`src/rtl/serv_fetch_ctrl.sv`:
```
// Instruction fetch sequencer: one Wishbone ibus read per request, one-entry word buffer toward decode.
// Latency: request to cyc 1 cycle; ack to earliest decode load 1 cycle; decode load to next accept 1 cycle.
// Backpressure: a buffered word waits in FULL until i_dec_ready; requests outside IDLE are ignored, not queued.
module serv_fetch_ctrl #(
  parameter bit WITH_TIMEOUT = 1'b1,
  parameter int TIMEOUT_W    = 8
) (
  input  logic        clk,
  input  logic        i_rst,
  input  logic        i_fetch_req,
  input  logic [31:0] i_pc,
  input  logic        i_flush,
  input  logic        i_dec_ready,
  output logic        o_busy,
  output logic [31:0] o_ibus_adr,
  output logic        o_ibus_cyc,
  input  logic [31:0] i_ibus_rdt,
  input  logic        i_ibus_ack,
  input  logic        i_ibus_err,
  output logic [29:0] o_dec_rdt,
  output logic        o_dec_en,
  output logic        o_fetch_err,
  output logic [1:0]  o_err_cause
);

  // BUSY wants the result, DRAIN only waits for the bus to finish, FULL holds a word for decode.
  typedef enum logic [1:0] {
    S_IDLE  = 2'd0,
    S_BUSY  = 2'd1,
    S_DRAIN = 2'd2,
    S_FULL  = 2'd3
  } state_t;

  localparam logic [1:0] CAUSE_MISALIGN = 2'b01;
  localparam logic [1:0] CAUSE_BUSERR   = 2'b10;
  localparam logic [1:0] CAUSE_TIMEOUT  = 2'b11;

  state_t     state;
  state_t     state_nxt;
  logic       accept;
  logic       capture;
  logic       err_set;
  logic [1:0] cause_nxt;
  logic       bus_done;
  logic       timeout;

  // The two low data bits are always 2'b11 for 32-bit instructions, so decode never sees them.
  logic unused_rdt_lsb;
  assign unused_rdt_lsb = &{1'b0, i_ibus_rdt[1:0]};

  // The bus cycle is held for both BUSY and DRAIN so a cycle is never abandoned mid-transfer.
  assign o_ibus_cyc = (state == S_BUSY) || (state == S_DRAIN);
  assign o_busy     = (state != S_IDLE);
  assign bus_done   = i_ibus_ack | i_ibus_err;
  assign o_dec_en   = (state == S_FULL) && i_dec_ready && !i_flush;

  generate
    if (WITH_TIMEOUT) begin : g_timeout
      logic [TIMEOUT_W-1:0] wait_cnt;

      // Count bus cycles that pass without a response; restart on every accepted request.
      always_ff @(posedge clk or posedge i_rst) begin
        if (i_rst) begin
          wait_cnt <= '0;
        end else if (accept) begin
          wait_cnt <= '0;
        end else if (o_ibus_cyc && !bus_done) begin
          wait_cnt <= wait_cnt + 1'b1;
        end
      end

      // A response arriving in the final counted cycle still wins over the timeout.
      assign timeout = o_ibus_cyc && !bus_done && (wait_cnt == {TIMEOUT_W{1'b1}});
    end else begin : g_no_timeout
      assign timeout = 1'b0;
    end
  endgenerate

  // State register; reset drops cyc immediately through the state decode.
  always_ff @(posedge clk or posedge i_rst) begin
    if (i_rst) begin
      state <= S_IDLE;
    end else begin
      state <= state_nxt;
    end
  end

  // Next-state and per-cycle control decisions.
  always_comb begin
    state_nxt = state;
    accept    = 1'b0;
    capture   = 1'b0;
    err_set   = 1'b0;
    cause_nxt = 2'b00;
    case (state)
      S_IDLE: begin
        if (i_fetch_req) begin
          if (i_pc[1:0] == 2'b00) begin
            accept    = 1'b1;
            state_nxt = S_BUSY;
          end else begin
            err_set   = 1'b1;
            cause_nxt = CAUSE_MISALIGN;
          end
        end
      end
      S_BUSY: begin
        if (bus_done) begin
          state_nxt = S_IDLE;
          // A flush in the response cycle discards the result and any error silently.
          if (!i_flush) begin
            if (i_ibus_err) begin
              err_set   = 1'b1;
              cause_nxt = CAUSE_BUSERR;
            end else begin
              capture   = 1'b1;
              state_nxt = S_FULL;
            end
          end
        end else if (timeout) begin
          state_nxt = S_IDLE;
          if (!i_flush) begin
            err_set   = 1'b1;
            cause_nxt = CAUSE_TIMEOUT;
          end
        end else if (i_flush) begin
          state_nxt = S_DRAIN;
        end
      end
      S_DRAIN: begin
        if (bus_done || timeout) begin
          state_nxt = S_IDLE;
        end
      end
      S_FULL: begin
        if (i_flush || i_dec_ready) begin
          state_nxt = S_IDLE;
        end
      end
      default: begin
        state_nxt = S_IDLE;
      end
    endcase
  end

  // Address latch, instruction buffer and registered error reporting.
  always_ff @(posedge clk or posedge i_rst) begin
    if (i_rst) begin
      o_ibus_adr  <= 32'd0;
      o_dec_rdt   <= 30'd0;
      o_fetch_err <= 1'b0;
      o_err_cause <= 2'b00;
    end else begin
      o_fetch_err <= err_set;
      if (err_set) begin
        o_err_cause <= cause_nxt;
      end
      if (accept) begin
        o_ibus_adr <= i_pc;
      end
      if (capture) begin
        o_dec_rdt <= i_ibus_rdt[31:2];
      end
    end
  end

endmodule

```
`config.mk`:
```
export PLATFORM = sky130hd
export DESIGN_NAME = serv_fetch_ctrl
export DESIGN_NICKNAME = d
export VERILOG_FILES = /design/src/rtl/serv_fetch_ctrl.sv
export SDC_FILE = /design/constraint.sdc
export NUM_CORES = 1
export LEC_CHECK = 0
export BUFFER_PORTS_ARGS = -buffer_cell sky130_fd_sc_hd__buf_4
export CAP_MARGIN = 20
export CORE_ASPECT_RATIO = 0.8
export CORE_MARGIN = 1
export CORE_UTILIZATION = 46
export DETAILED_ROUTE_END_ITERATION = 8
export PLACE_DENSITY = 0.76
export RECOVER_POWER = 25
export SLEW_MARGIN = 0
export SYNTH_ARGS = -nofsm -noshare
export SYNTH_HDL_FRONTEND = slang
export SYNTH_SLANG_ARGS = --single-unit
```
`constraint.sdc`:
```
create_clock -name clk -period 2.65 [get_ports clk]
set_input_delay 0.3975 -clock clk [delete_from_list [all_inputs] [get_ports clk]]
set_output_delay 0.3975 -clock clk [all_outputs]
set_load 0.005 [all_outputs]
```
==> flow_results.org, run 1 <==
** Floorplanning
- The initialized floorplan defines 26 standard-cell rows.
- From bottom edge to top edge, the die measures 74.8 um.
- For this design the top-level I/O count stands at between 100 and 150.
- Area of the die :: approximately 0.0070 mm^2
- Initial Util :: ~48%
- The total area inside the core boundary comes to roughly 0.0064 mm^2.
- Overall die width :: between 90 and 100 um

** Min path
- The worst hold path begins at i_ibus_rdt[24].
- Worst Hold Path EP :: o_dec_rdt[22]$_DFFE_PP0P_
- WHS Path Cells :: 2
- Kind of path behind the tightest hold check :: in -> reg

** Global routing
- Maximum number of pins on one net before global-route repair :: 42
- Vias in the first global route :: roughly 2.2k
- The first global-routing pass estimated 9.98 mm of wire.
- Global routing finished with a remaining overflow of 0.
- Antenna violations before repair :: 0
- Global routing used roughly a fifth of the available tracks.

** Cells and area
- Synth-to-Final Area Change :: 44.4%
- Ratio of cells with drive above 1 in the final layout :: around 60%
- Number of filler cells placed in the layout :: just under 500
- ANT cells :: 0
- Leaving out filler cells and counting taps, the final layout contains 440.
- Cells fill 69.0% of the core in the end.
- Number of nets in the layout :: 428

** Job
- Max Cap Violations :: 1

** Drt
- The detailed router finished its first iteration with 37 violations.
- Mean number of vias per cell :: just under 5
- Remaining DRCs :: 0
- The highest layer touched by signal routing is met4.
- Post-detailed-routing wire length :: between 6 and 7 mm
- DR WL/cell :: 14.3 um
- Metal3 WL :: about 610 um
- Detailed routing placed a total of around 3.1 mm of wire on met2.
- Detailed-routing iteration count for the pre-antenna-repair pass :: 4
- Vias after detailed routing :: around 2.1k
- Once detail routing completed, the nets flagged for antenna violations numbered 0.
- Routed met1 length :: ~2.5 mm

** STA
- Setup repair after global routing left no endpoint under its margin.
- Actual slew at the worst max-slew pin :: 1.78 ns
- Subtracting the final worst setup slack from the clock period gives ~2.0 ns.
- Headroom to the max-slew limit came out at -18.4%.
- Number of max-slew violations in the final report :: 35
- Clock skew on the completed layout was measured at around 0.0062 ns.
- Setup violations remaining at the end of the flow were counted as 0.
- Max Fclk :: around 500 MHz
- The final-report hold violation count came to 0.
- Dividing the final minimum period by the clock period gives between 70% and 80%.
- Summed over all failing endpoints, the final setup total negative slack is 0 ns.

** Synth
- During synthesis, Yosys emitted a total of 0 warnings.
- The most common cell in the synthesized netlist is sky130_fd_sc_hd__dfrtp_1.
- Ranked by instance count, the synthesized netlist is headed by sky130_fd_sc_hd__dfrtp_1, sky130_fd_sc_hd__mux2_2, sky130_fd_sc_hd__nor2_1.
- The synthesized netlist devotes 2.63% of its cell area to compound gates.
- Syn avg cell area :: between 10 and 15 um^2
- Synthesized instance count :: around 210
- Post-synth ARST share :: 100%
- Synthesized net count :: roughly 280
- Mux cell area share after synthesis :: between 20% and 30%
- Area share of fa/ha/maj cells after synthesis :: 2.05%
- Synthesis inferred between 70 and 80 register bits.
- Of the synthesized area, sequential elements account for approximately three fifths.
- Summed over its instances, the top area cell type makes up between 60% and 70% of the synthesized netlist area.
- Ys flop type :: sky130_fd_sc_hd__dfrtp_1
- Top area cells in the synthesized netlist :: sky130_fd_sc_hd__dfrtp_1, sky130_fd_sc_hd__mux2_2, sky130_fd_sc_hd__ha_1
- Netlist Area Pre-Place :: about 0.0030 mm^2
- After Yosys synthesis, and, or, nand and nor cells account for between 6 and 7% of the synthesized area.
- XOR/XNOR Fraction of Synth Area :: approximately 2.0%
- Cell type with the largest total area after synthesis :: sky130_fd_sc_hd__dfrtp_1
- Number of enable flip-flop cells after synthesis :: 0
- Count of cell types in the netlist :: 33
- After synthesis, the largest family of logic cells by area is multiplexers.

** Setup path
- Depth of the worst register-to-register path :: 6
- Capturing element type of the critical path :: flop
- Worst-case register-to-register setup slack :: between 0.6 and 0.7 ns
- The worst setup path is launched from a flop.
- The critical path is of the reg -> reg type.
- Origin of the critical flop-to-flop path :: state[1]$_DFFE_PP0P_
- The largest single stage delay on the critical path is about 0.41 ns.
- Worst endpoint required time :: roughly 2.9 ns
- Walking the worst path, the cells encountered are inv_1 > ha_1 > nand2b_1 > nor3b_4 > buf_4 > mux2_2.
- The endpoint identified for the worst register-to-register timing path is o_dec_rdt[14]$_DFFE_PP0P_.
- Maximum fanout encountered on the critical timing path :: 31
- Data on the critical path arrives at its endpoint at between 2 and 2.5 ns.
- The largest individual stage delay along the critical path comes from the cell sky130_fd_sc_hd__dfrtp_1.

** Placement
- Number of instances in the placed design :: about 430
- Number of buffers added on ports :: approximately 140
- GP Congestion :: roughly 0.8
- The HPWL after detailed placement is ~4.7 mm.

** Clock tree
- For this design, the CTS-stage hold fixing added 0 buffers.
- After clock tree synthesis, the clock-pin slew on the worst setup and hold paths is 0.08 ns.
- The number of gates resized after CTS was 0.
- The root buffer cell chosen for the clock tree is sky130_fd_sc_hd__clkbuf_8.
- The clock reaches the later pin of the worst-skew pair after roughly 0.34 ns.
- Buffers added to address setup during post-CTS repair amount to 0.
- The clock passes through at most 2 buffers.
- The H-tree was split into 3 levels.
- CTS sink cnt :: 75
- Buffers inserted during clock tree synthesis total 9.
- CTS tree :: done

** Power
- PwrDens :: around 1100 mW/mm^2
- The analysis attributes to cell leakage a power of 2.14 nW.
- Worst vdd ir :: 665 uV

** Run status
- The run finished, with violations left.
- The final reports fail on max-capacitance violations, max-slew violations.
==> critical path, delay by kind of cell (launching register included) <==
family	cells	cell delay (ns)
mux	1	0.39
flops	1	0.41
simple gates	2	0.37
buf+inv	2	0.49
fa+ha+maj	1	0.21
==> worst max-delay path by stage <==
stage                                    start                                end  slack, ns  cells after the start
after floorplan                          i_rst  g_timeout.wait_cnt[0]$_DFFE_PP0P_       0.34                      1
after global placement    state[1]$_DFFE_PP0P_           o_dec_rdt[9]$_DFFE_PP0P_       0.69                      6
after detailed placement  state[1]$_DFFE_PP0P_          o_dec_rdt[14]$_DFFE_PP0P_       0.65                      6
after CTS                 state[1]$_DFFE_PP0P_          o_dec_rdt[14]$_DFFE_PP0P_       0.64                      6
after global routing                     i_rst         o_err_cause[0]$_DFFE_PP0P_       0.47                      3
final                     state[1]$_DFFE_PP0P_          o_dec_rdt[14]$_DFFE_PP0P_       0.65                      6
==> cell usage in the layout (no fill, tap or decap), types with 3 or more instances in the layout <==
cell / instances
sky130_fd_sc_hd__nand2_1: 3
sky130_fd_sc_hd__nor3b_1: 3
sky130_fd_sc_hd__mux2i_1: 3
sky130_fd_sc_hd__nor2_1: 11
sky130_fd_sc_hd__bufinv_16: 3
sky130_fd_sc_hd__inv_1: 6
sky130_fd_sc_hd__mux2_2: 55
sky130_fd_sc_hd__nand4_1: 4
sky130_fd_sc_hd__mux2_1: 5
sky130_fd_sc_hd__dfrtp_1: 75
sky130_fd_sc_hd__clkbuf_8: 9
sky130_fd_sc_hd__ha_1: 5
sky130_fd_sc_hd__xor2_1: 6
sky130_fd_sc_hd__buf_4: 138
==> power breakdown <==
group	total, mW	leakage [nW]	switching, mW	internal [mW]
Clock	1.02	0.112	0.399	0.619
Sequential	1.95	0.919	0.281	1.67
Combinational	1.74	1.11	0.602	1.13
Total	4.70	2.14	1.28	3.42
==> registers in the layout, indices dropped and copies added, names as in the netlist <==
signal / count
state: 2
g_timeout.wait_cnt: 8
o_dec_rdt: 30
o_err_cause: 2
o_ibus_adr: 32
o_fetch_err: 1
==> metal layers <==
metal  track usage [%]  up-vias
li1                  -     1014
met4              7.18        0
met3              9.90        9
met5                 0        -
met1              21.6     1034
met2              32.2       74
==> logic make-up after synthesis <==
family,Yosys count
xor gates and xnor gates,7
and+or+nand+nor,34
buffers and inverters,14
AOI/OAI and AO/OA,10
muxes,63
adders and majority gates,5
DFF,75
==> final cells by class <==
class / instances / area [um^2] / share of cell area [%]
clock inverter: 5 / 103 / 2.33
clock buffer: 10 / 128 / 2.90
sequential: 75 / 1880 / 42.7
tap: 84 / 105 / 2.39
multi-input combinational: 119 / 1110 / 25.3
timing repair buffer: 141 / 1050 / 23.9
inverter: 6 / 22.5 / 0.512
==> metrics by stage <==
step                      area, um^2  worst slack (ns)  total power, mW  hold WS [ns]
after CTS                       4400             0.643             4.77         0.163
after global routing            4400             0.471             5.02         0.248
after floorplan                 3050             0.343             2.69         0.473
final                           4400             0.655             4.70         0.267
after detailed placement        4170             0.649             3.74         0.477
after global placement          4170             0.692             3.67         0.464
Power figures use the tool's default switching activity.
==> inputs of run 2 (changes only) <==
--- a/config.mk
+++ b/config.mk
@@ -5,13 +5,14 @@
 export SDC_FILE = /design/constraint.sdc
 export NUM_CORES = 1
 export LEC_CHECK = 0
+export ABC_AREA = 1
 export BUFFER_PORTS_ARGS = -buffer_cell sky130_fd_sc_hd__buf_4
 export CAP_MARGIN = 20
 export CORE_ASPECT_RATIO = 0.8
 export CORE_MARGIN = 1
-export CORE_UTILIZATION = 46
+export CORE_UTILIZATION = 48
 export DETAILED_ROUTE_END_ITERATION = 8
-export PLACE_DENSITY = 0.76
+export PLACE_DENSITY = 0.77
 export RECOVER_POWER = 25
 export SLEW_MARGIN = 0
 export SYNTH_ARGS = -nofsm -noshare
==> constraint.sdc (replaced) <==
create_clock -name clk -period 1.95 [get_ports clk]
set_input_delay 0.2925 -clock clk [delete_from_list [all_inputs] [get_ports clk]]
set_output_delay 0.2925 -clock clk [all_outputs]
set_load 0.005 [all_outputs]
==> run 2 against run 1 <==
Compared with the run above:
- the flow now finishes without violations
- area after synthesis grew 7.4%
- worst setup slack lost 0.40 ns
- core utilization grew 1.3 points
- clock power is essentially flat
- final area grew 3.4%
- worst hold slack lost 0.13 ns
- count of clock-buffer cells in the layout shrank 1
- first-iteration DRC count grew to 2.6 times the previous value
- via count grew 20%
- global-route usage grew 0.61 points
- combinational power grew 52%
- critical path type unchanged
- highest routed layer unchanged
==> flow_results.org, run 2 <==
** Floorplanning
- Number of top-level pins :: ~140
- The floorplan step set the die width to between 90 and 100 um.
- Area of the die :: about 0.0071 mm^2
- The die is between 70 and 80 um tall.
- The floorplan step defined a core boundary enclosing between 0.006 and 0.007 mm^2.
- Initial Util :: approximately 51%
- Number of standard-cell rows in the floorplan :: 26

** Cells and area
- ANT cells :: 0
- In the final layout, flip-flops and latches occupy around 0.0019 mm^2.
- The register with the most flip-flops in the final layout is o_ibus_adr.
- The post-route netlist has between 40 and 50% of its cells at a drive strength greater than 1.
- Commonest non-fill, non-tap cell in the layout :: sky130_fd_sc_hd__buf_4
- Top library cells by usage in the layout, fill and taps aside :: sky130_fd_sc_hd__buf_4, sky130_fd_sc_hd__nand2_1, sky130_fd_sc_hd__dfrtp_1
- From synthesis to final layout, the design area changed by 39.1%.
- Max FFs per register :: 32
- The multi-input combinational cells in the finished layout cover a total of ~0.0012 mm^2.
- In the final design database the tool counted 530 nets.
- Fill cells in the final layout number between 400 and 500.
- In the final layout, the registers with the most flip-flops are o_ibus_adr: 32 flops, o_dec_rdt: 30 flops, g_timeout.wait_cnt: 8 flops.

** STA
- Unrepaired setup endpoints after global routing :: no
- Period utilization :: between 80 and 90%
- The worst path in the final design needs a cycle of 1.69 ns, including I/O delays and setup.
- Final hold vios :: 0
- Clock skew on the completed layout was measured at 0.00610 ns.
- Max Fclk :: ~590 MHz
- For the final routed database, the setup TNS stands at 0 ns.
- Relative slew margins :: between 1 and 1.5%
- Actual slew at the worst max-slew pin :: about 1.5 ns
- Number of max-slew violations in the final report :: 0
- Final worst setup slack :: 0.258 ns
- Final Setup Violations :: 0

** Clock tree
- Clock tree synthesis selected as its root buffer the cell sky130_fd_sc_hd__clkbuf_8.
- The number of clock buffers added by TritonCTS is 9.
- The H-tree was split into 3 levels.
- Counting along the longest clock path gives a buffer depth of 2.
- Resize count post-CTS :: 0
- Number of buffers added for setup after CTS :: 0
- CTS saw 75 sinks.
- Hold-fix buffers, CTS :: 0
- TritonCTS built the clock tree.
- At the later pin of the worst-skew pair, clock insertion delay measures 0.34 ns.
- Clock-pin slew was measured on the worst setup and hold paths at 0.07 ns.

** Setup path
- In this run the worst path has a maximum fanout of 19.
- The worst setup path is of the reg -> reg kind.
- Critical path arrival :: about 1.9 ns
- At the worst endpoint, the required time is roughly 2.2 ns.
- Kind of start point of the critical path :: flop
- The worst setup path is captured at a flop.

** Run status
- The flow ran to the end, and the final reports show no timing, DRC or antenna violations.

** Synth
- By area the synthesized netlist is led by sky130_fd_sc_hd__dfrtp_1, sky130_fd_sc_hd__nand2_1, sky130_fd_sc_hd__mux2_4.
- The number of nets in the synthesized netlist is between 300 and 400.
- Summing every instance area after synthesis gives about 0.0033 mm^2.
- Sequential cell area fraction in the yosys report :: a little under three fifths
- Most common cell in the netlist :: sky130_fd_sc_hd__nand2_1
- Synth Register Bits :: 75
- Of all flip-flops after synthesis, the portion carrying an async set or reset was 100%.
- Synthesized instance count :: just over 300
- After synthesis, the netlist uses 26 different library cells.
- Most frequent cells after synthesis :: sky130_fd_sc_hd__nand2_1, sky130_fd_sc_hd__dfrtp_1, sky130_fd_sc_hd__mux2_4
- Cell type with the largest total area after synthesis :: sky130_fd_sc_hd__dfrtp_1
- After synthesis, the mean cell area works out to around 11 um^2.
- In this run the biggest area consumer among cell types represents between 50% and 60% of the synthesized area.
- The Yosys step of the flow raised 0 warnings.
- The synthesized design contains 0 enable-type register cells.
- Ys flop type :: sky130_fd_sc_hd__dfrtp_1

** Min path
- The min-delay analysis places its worst path in the category in -> reg.

** Global routing
- The first global-routing pass estimated 10.5 mm of wire.
- The via count of the first global-routing pass is roughly 2.3k.
- Entering global routing, the biggest net connects 46 pins.
- Global routing used about a fifth of the available tracks.
- After global routing the overflow that remains totals 0.
- Antenna violations before repair :: 0

** Drt
- The routed layout has around 2.6k vias.
- Dividing the detail-routed via count by the number of cells gives 4.73.
- The first routing iteration left 98 violations.
- After detailed routing, the total wire length is just over 7 mm.
- After detailed routing, the number of remaining DRC violations is 0.
- Antenna viol nets, final :: 0
- Detailed-routing iteration count for the pre-antenna-repair pass :: 4
- DR WL/cell :: ~13 um

** Power
- For this design the ratio of total power to cell area is roughly 1400 mW/mm^2.
- Across the VDD grid, the largest voltage drop is approximately 760 uV.
- Static power due to leakage :: about 2.5 nW

** Job
- Max Cap Violations :: 0

** Placement
- Summed over all nets, the half-perimeter wirelength after detailed placement is roughly 5.3 mm.
- In this run the tool buffered the top-level ports with around 140 buffer cells.
- Timing analysis after detailed placement gives a worst setup slack of around 0.27 ns.
- At the end of routability-driven placement, the weighted congestion stood at between 0.8 and 0.9.
[run 2: cell count changes after synthesis, moves of 4 or more]
cell	previous run	this run
sky130_fd_sc_hd__nand2_1	3	117
sky130_fd_sc_hd__mux2_2	55	1
sky130_fd_sc_hd__mux2_4	0	29
sky130_fd_sc_hd__inv_1	6	18
sky130_fd_sc_hd__a21oi_1	1	6
sky130_fd_sc_hd__mux2_1	5	0
sky130_fd_sc_hd__nand3_1	2	7
sky130_fd_sc_hd__xor2_1	6	1
sky130_fd_sc_hd__inv_2	0	4
sky130_fd_sc_hd__nand4_1	4	0
sky130_fd_sc_hd__nor3_1	2	6
[run 2: cell families (layout without fill, tap and decap cells)]
group	Yosys count	in the layout	share of synthesized area [%]
XOR/XNOR	1	1	0.268
multiplexers	30	30	13.7
adder cells (fa/ha/maj)	5	5	1.91
AO/OA/AOI/OAI	14	14	2.37
buffers and inverters	31	180	4.63
AND/OR/NAND/NOR	154	154	19.7
flip-flops	75	75	57.4
[run 2: critical path, stage by stage (launching register included)]
cell	delay, ns
sky130_fd_sc_hd__dfrtp_1	0.40
sky130_fd_sc_hd__inv_1	0.07
sky130_fd_sc_hd__ha_1	0.22
sky130_fd_sc_hd__inv_2	0.09
sky130_fd_sc_hd__nor2_4	0.04
sky130_fd_sc_hd__nand2_2	0.07
sky130_fd_sc_hd__buf_4	0.33
sky130_fd_sc_hd__mux2_4	0.34
[run 2: power by group]
part           internal [mW]  switching (mW)
clock network          0.456           0.560
registers               2.28           0.429
logic                   1.63            1.02
[run 2: worst paths after layout]
| path | from | end | slack, ns | cells after the start |
|---|---|---|---|---|
| worst max-delay path | state[1]$_DFFE_PP0P_ | o_dec_rdt[15]$_DFFE_PP0P_ | 0.26 | 7 |
| worst min-delay path | i_pc[12] | o_ibus_adr[12]$_DFFE_PP0P_ | 0.14 | 3 |
| worst max register to register | state[1]$_DFFE_PP0P_ | o_dec_rdt[15]$_DFFE_PP0P_ | 0.26 | 7 |
| worst min register to register | o_ibus_adr[14]$_DFFE_PP0P_ | o_ibus_adr[14]$_DFFE_PP0P_ | 0.48 | 2 |
| max in group asynchronous | i_rst | o_dec_rdt[14]$_DFFE_PP0P_ | 0.60 | 3 |
| min in group asynchronous | i_rst | o_dec_rdt[20]$_DFFE_PP0P_ | 0.33 | 3 |
[run 2: stage by stage]
step	hold WS [ns]	cells	power (mW)	cell area [um^2]	utilization [%]
2_1_floorplan	0.402	310	3.93	3270	-
3_3_place_gp	0.416	527	5.30	4390	67.8
3_5_place_dp	0.412	527	5.39	4390	67.8
4_1_cts	0.0377	543	6.44	4560	70.4
5_1_grt	0.135	543	6.83	4550	70.3
6_report	0.139	543	6.37	4550	70.3
[run 2: metal layers]
metal | global-route usage [%] | up-vias | part of all wire, %
li1 | - | 1269 | -
met1 | 24.9 | 1179 | 45
met2 | 31.6 | 109 | 45
met3 | 6.99 | 9 | 8.3
met4 | 9.40 | 0 | 1.4
met5 | 0 | - | 0
[run 2: area by class of cell]
cell class                 instances  share of cell area [%]
clock buffer                       9                    2.72
clock inverter                     7                   0.990
inverter                          22                    1.84
multi-input combinational        204                    27.3
sequential                        75                    41.3
tap                               84                    2.31
timing repair buffer             142                    23.6
